**src/rtl/alu_seq.sv**
```systemverilog
// Registered sequential ALU: valid/ready in and out, iterative shifts with carry in/out.
// Optional ALU_SEQ_MUL_EN adds opcode 1001, an iterative shift-add unsigned multiply.
module alu_seq #(
    parameter int unsigned W     = 8,
    parameter int unsigned CMD_W = 4
) (
    input  logic             clk,
    input  logic             rst_n,
    input  logic             in_valid,
    output logic             in_ready,
    input  logic [CMD_W-1:0] alu_cmd,
    input  logic [W-1:0]     inA,
    input  logic [W-1:0]     inB,
    input  logic             sc_i,
    output logic             out_valid,
    input  logic             out_ready,
    output logic [W-1:0]     rslt,
    output logic             sc_o,
    output logic             pari,
    output logic             zero
);

    localparam int unsigned CNT_W = $clog2(W + 1);
    localparam int unsigned CMP_W = W + 32;

    localparam logic [3:0] OP_XOR = 4'h1;
    localparam logic [3:0] OP_NE  = 4'h2;
    localparam logic [3:0] OP_ADD = 4'h3;
    localparam logic [3:0] OP_SHL = 4'h4;
    localparam logic [3:0] OP_SHR = 4'h5;
    localparam logic [3:0] OP_PB  = 4'h6;
    localparam logic [3:0] OP_PA  = 4'h7;
    localparam logic [3:0] OP_PAR = 4'h8;
`ifdef ALU_SEQ_MUL_EN
    localparam logic [3:0] OP_MUL = 4'h9;
`endif

    typedef enum logic [1:0] {S_IDLE, S_BUSY, S_HOLD} state_e;
    typedef enum logic [1:0] {M_SHL, M_SHR, M_MUL} mode_e;

    state_e           state_q, state_d;
    mode_e            mode_q, mode_d;
    logic [W-1:0]     rslt_q, rslt_d;
    logic             sc_q, sc_d;
    logic             pari_q, pari_d;
    logic             zero_q, zero_d;
    logic             vld_q, vld_d;
    logic [CNT_W-1:0] cnt_q, cnt_d;
    logic             fill_q, fill_d;
`ifdef ALU_SEQ_MUL_EN
    logic [W-1:0]     mcand_q, mcand_d;
    logic [W-1:0]     hi_q, hi_d;
    logic [W:0]       mul_sum;
`endif
    logic [3:0]       cmd;
    logic             accept;
    logic             load;

    assign in_ready  = (state_q == S_IDLE) | ((state_q == S_HOLD) & out_ready);
    assign out_valid = vld_q;
    assign rslt      = rslt_q;
    assign sc_o      = sc_q;
    assign pari      = pari_q;
    assign zero      = zero_q;

    always_ff @(posedge clk or negedge rst_n) begin
        if (!rst_n) begin
            state_q <= S_IDLE;
            mode_q  <= M_SHL;
            rslt_q  <= '0;
            sc_q    <= 1'b0;
            pari_q  <= 1'b0;
            zero_q  <= 1'b0;
            vld_q   <= 1'b0;
            cnt_q   <= '0;
            fill_q  <= 1'b0;
`ifdef ALU_SEQ_MUL_EN
            mcand_q <= '0;
            hi_q    <= '0;
`endif
        end else begin
            state_q <= state_d;
            mode_q  <= mode_d;
            rslt_q  <= rslt_d;
            sc_q    <= sc_d;
            pari_q  <= pari_d;
            zero_q  <= zero_d;
            vld_q   <= vld_d;
            cnt_q   <= cnt_d;
            fill_q  <= fill_d;
`ifdef ALU_SEQ_MUL_EN
            mcand_q <= mcand_d;
            hi_q    <= hi_d;
`endif
        end
    end

    always_comb begin
        state_d = state_q;
        mode_d  = mode_q;
        rslt_d  = rslt_q;
        sc_d    = sc_q;
        pari_d  = pari_q;
        zero_d  = zero_q;
        cnt_d   = cnt_q;
        fill_d  = fill_q;
`ifdef ALU_SEQ_MUL_EN
        mcand_d = mcand_q;
        hi_d    = hi_q;
        mul_sum = (W+1)'(hi_q) + (rslt_q[0] ? (W+1)'(mcand_q) : (W+1)'(0));
`endif
        cmd    = 4'(alu_cmd);
        accept = in_valid & in_ready;
        load   = 1'b0;

        // One iteration step per BUSY cycle; the working value lives in rslt_q.
        case (state_q)
            S_BUSY: begin
                load  = 1'b1;
                cnt_d = cnt_q - CNT_W'(1);
                if (cnt_q == CNT_W'(1)) begin
                    state_d = S_HOLD;
                end
                case (mode_q)
                    M_SHL: begin
                        sc_d   = rslt_q[W-1];
                        rslt_d = {rslt_q[W-2:0], fill_q};
                    end
                    M_SHR: begin
                        sc_d   = rslt_q[0];
                        rslt_d = {fill_q, rslt_q[W-1:1]};
                    end
`ifdef ALU_SEQ_MUL_EN
                    M_MUL: begin
                        {hi_d, rslt_d} = {mul_sum, rslt_q[W-1:1]};
                        sc_d           = |hi_d;
                    end
`endif
                    default: ;
                endcase
            end
            S_HOLD: begin
                if (out_ready && !in_valid) begin
                    state_d = S_IDLE;
                end
            end
            default: ;
        endcase

        if (accept) begin
            load    = 1'b1;
            state_d = S_HOLD;
            rslt_d  = '0;
            sc_d    = 1'b0;
            fill_d  = sc_i;
            case (cmd)
                OP_XOR: rslt_d = inA ^ inB;
                OP_NE:  rslt_d = W'(inA != inB);
                OP_ADD: {sc_d, rslt_d} = (W+1)'(inA) + (W+1)'(inB) + (W+1)'(sc_i);
                OP_SHL, OP_SHR: begin
                    rslt_d = inB;
                    mode_d = (cmd == OP_SHL) ? M_SHL : M_SHR;
                    // Over-range amounts saturate at W steps.
                    if (CMP_W'(inA) >= CMP_W'(W)) begin
                        cnt_d = CNT_W'(W);
                    end else begin
                        cnt_d = CNT_W'(inA);
                    end
                    if (inA != '0) begin
                        state_d = S_BUSY;
                    end
                end
                OP_PB:  rslt_d = inB;
                OP_PA:  rslt_d = inA;
                OP_PAR: rslt_d = W'(^inB);
`ifdef ALU_SEQ_MUL_EN
                OP_MUL: begin
                    rslt_d  = inA;
                    hi_d    = '0;
                    mcand_d = inB;
                    cnt_d   = CNT_W'(W);
                    mode_d  = M_MUL;
                    state_d = S_BUSY;
                end
`endif
                default: ;
            endcase
        end

        if (load) begin
            pari_d = ^rslt_d;
            zero_d = (rslt_d == '0);
        end
        vld_d = (state_d == S_HOLD);
    end

endmodule

```
**config.mk**
```make
export PLATFORM = sky130hd
export DESIGN_NAME = alu_seq
export DESIGN_NICKNAME = d
export VERILOG_FILES = /design/src/rtl/alu_seq.sv
export SDC_FILE = /design/constraint.sdc
export NUM_CORES = 1
export LEC_CHECK = 0
export CORE_MARGIN = 4
export CORE_UTILIZATION = 48
export DETAILED_ROUTE_END_ITERATION = 10
export PLACE_DENSITY_LB_ADDON = 0.25
export SLEW_MARGIN = 20
export SYNTH_ARGS = -nofsm -noshare
export SYNTH_HDL_FRONTEND = slang
export SYNTH_SLANG_ARGS = --single-unit
export TNS_END_PERCENT = 100
```
**constraint.sdc**
```tcl
create_clock -name clk -period 2.4 [get_ports clk]
set_clock_uncertainty 0.15 [all_clocks]
set_input_delay 0.48 -clock clk [delete_from_list [all_inputs] [get_ports clk]]
set_output_delay 0.48 -clock clk [all_outputs]
set_load 0.02 [all_outputs]
```
==> flow_metrics.py <==
metrics = {
    "global_routing": {
        "grt_first_pass_wirelength_um": 10220,
        "grt_start_max_net_pins": 21,
        "gr-total-overflow": 0,
        "grt_usage_pct": 24.34,
        "grt_pass1_vias": 2259,
        "antenna_found_initial": 0,
    },
    "power_and_ir_drop": {
        "leakagePower_nw": 1.428,
        "p_per_area_nw_per_um2": 872.7,
        "ir_drop_v": 0.0004172,
    },
    "yosys": {
        "synth_area_leaders": "dfrtp_1, ha_1, mux2i_1",
        "synth_cell_types": 53,
        "synthFlopType": "dfrtp_1",
        "yosysTopAreaCellShare_pct": 24.69,
        "synth_top_family_by_area": "compound AO/OA/AOI/OAI gates",
        "yosysSeqAreaShare_pct": 24.69,
        "synthAdderAreaFrac_pct": 12.47,
        "synthCells": 231,
        "synthXorXnorAreaFrac_pct": 8.210,
        "synth-edff-count": 0,
        "synth-simple-area-share_pct": 18.58,
        "yosysTopAreaCell": "dfrtp_1",
        "async_flop_share_pct": 100.0,
        "synth_compound_area_share_pct": 22.04,
        "synth_fp_nets": 275,
        "synth_warnings": 0,
        "synth.ff_latch_count": 20,
        "synthesis.area_um2": 2027,
        "synth.area.mux_share_pct": 8.951,
        "syn_area_per_cell_um2": 8.775,
    },
    "route": {
        "wl_um": 6427,
        "via_count": 2214,
        "drt_iter0_drc": 144,
        "ant_nets": 0,
        "drc": 0,
        "wl_per_cell_um": 17.14,
        "drtPass1Iterations": 4,
        "avgViaCountPerCell": 5.904,
    },
    "die": {
        "ioPinCount": 38,
        "die_area_um2": 5327,
        "start_util_pct": 50.31,
        "row_count": 23,
        "die_w_um": 72.99,
        "die_y_um": 72.99,
        "coreArea_um2": 4029,
    },
    "timing": {
        "maxSlewHeadroom_pct": 64.04,
        "min_period_over_period_pct": 121.4,
        "worst_slew_pin_slew_ns": 0.5373,
        "period_needed_ns": 2.913,
        "rsz0062_at_grt": "yes",
        "hold_slack_ns": 0.3524,
        "timing.fmax_mhz": 343.3,
        "hold_viol_final": 0,
        "slew_viol_final": 0,
        "setup_viol": 2,
        "setup_ws_ns": -0.5128,
    },
    "run_status": {
        "failed_checks": "negative setup slack",
        "status": "finished with violations",
    },
    "flow_run": {
        "maxCapViolCount": 0,
    },
    "layout": {
        "area_growth_pct": 54.07,
        "final_cell_mix": "buf_4, clkdlybuf4s50_1, nand2_1, dfrtp_1, mux2i_1",
        "diodes": 0,
        "final_util_pct": 77.52,
        "fin_cells": 375,
        "fin_area_um2": 3123,
        "drive_gt1_share_pct": 33.54,
        "nNetsFinal": 371,
        "nFillCells": 280,
        "final_common_cell": "buf_4",
    },
    "cts": {
        "cts_hold_buffers": 0,
        "clock-root-buffer": "clkbuf_8",
        "htree_levels": 1,
        "clkLatencyLatePin_ns": 0.25,
        "cts_tree": "done",
        "clockBufferDepth": 2,
        "clkSlewWorstSetupHoldPaths_ns": 0.07,
        "numCtsBuffers": 3,
        "clock-sinks": 20,
    },
    "setup_path": {
        "worstPathCellList": "buf_8 > fa_2 > inv_2 > fa_2 > inv_2 > a21o_1 > buf_4 > a21oi_1 > xnor2_1 > a221oi_1 > ha_1 > xnor2_2 > xnor2_1 > o21ai_1",
        "critPathArrivalTime_ns": 2.90,
        "worstSetupStartpointType": "primary input",
        "crit_fanout": 2,
        "critical_path_class": "in2reg",
        "critical_path.endpoint_type": "flip-flop",
        "required_ns": 2.38,
        "slowest_delay_ns": 0.40,
        "cp_slowest_cell": "fa_2",
    },
    "place": {
        "dp_cells": 369,
        "post-dp-hpwl_um": 4826,
        "place_area_um2": 2888,
        "routabilityCongestion": 0.8246,
        "io_buffers": 37,
    },
    "worst_hold_path": {
        "min_path_type": "reg2reg",
    },
}
-- layout make-up --
type	count	area (um^2)	area share, %
Clock buffer	3	41.29	1.322
Inverter	10	37.54	1.202
Multi-Input combinational cell	190	1589	50.88
Sequential cell	20	500.5	16.03
Tap cell	50	62.56	2.003
Timing Repair Buffer	102	892.1	28.57
-- where the power goes --
| part | total (W) | leakage, nW | switching, W | internal (W) |
|---|---|---|---|---|
| clock network | 0.000214 | 0.0216 | 0.000103 | 0.000112 |
| registers | 0.000656 | 0.254 | 0.000165 | 0.000491 |
| logic | 0.00186 | 1.15 | 0.000880 | 0.000975 |
-- per-stage QoR --
| step | setup TNS, ns | power (W) | worst slack (ns) |
|---|---|---|---|
| 2_1_floorplan | -0.6554 | 0.001627 | -0.4942 |
| 3_3_place_gp | -3.729 | 0.002258 | -1.039 |
| 3_5_place_dp | -4.266 | 0.002319 | -1.126 |
| 4_1_cts | -0.6074 | 0.002629 | -0.4721 |
| 5_1_grt | -0.8880 | 0.002925 | -0.5762 |
| 6_report | -0.7545 | 0.002726 | -0.5128 |
-- cell families after synthesis --
logic type | Yosys count
XOR/XNOR | 19
adder cells (fa/ha/maj) | 19
AO/OA/AOI/OAI | 66
buffers and inverters | 21
flip-flops | 20
multiplexers | 18
AND/OR/NAND/NOR | 68
-- metal layers --
layer / global-route usage [%] / wire length, um / part of all wire [%]
met1: 29.91 / 2571 / 40
met2: 42.70 / 3287 / 51
met3: 1.791 / 310 / 4.8
met4: 11.68 / 257 / 4.0
met5: 0 / 0 / 0
-- cell usage after synthesis, types with 3 or more instances --
| master | instances |
|---|---|
| ha_1 | 17 |
| a21o_1 | 4 |
| xnor2_1 | 15 |
| o22ai_1 | 5 |
| a31oi_1 | 5 |
| o21ai_0 | 16 |
| inv_1 | 10 |
| dfrtp_1 | 20 |
| buf_2 | 4 |
| nor2_1 | 14 |
| clkbuf_1 | 3 |
| a21oi_1 | 11 |
| nand3_1 | 7 |
| mux2i_1 | 17 |
| a211oi_1 | 9 |
| nand2_1 | 20 |
| nor2b_1 | 3 |
| nor4_1 | 3 |
| xor2_1 | 4 |
-- critical path: cells and delay by family --
family	cells	cell delay, ns
adders and majority gates	3	0.92
AOI/OAI and AO/OA	4	0.74
xor gates and xnor gates	3	0.42
buffers and inverters	4	0.34
-- sequential cells by signal, indices dropped and copies added (netlist names) --
signal     flops
rslt           8
cnt_q          4
state_q        2
fill_q         1
mode_q         1
out_valid      1
pari           1
sc_o           1
zero           1
-- final timing paths --
kind,cells after the start,slack [ns],startpoint,to
worst max-delay path,14,-0.51,inA[0],pari
worst min-delay path,2,0.35,zero,zero
worst max register to register,11,-0.25,state_q[1],pari
worst min register to register,2,0.35,zero,zero
max in group asynchronous,2,1.47,rst_n,pari
min in group asynchronous,2,0.42,rst_n,out_valid
-- repair_timing --
| item | CTS | global route |
|---|---|---|
| gates resized for setup | 39 | 24 |
| pin swaps | 16 | 14 |
| gates cloned | 0 | 0 |
| setup endpoints to repair | 8 | 3 |
| setup buffers | 1 | 2 |
Note: power is estimated with default switching activity, not from simulation.
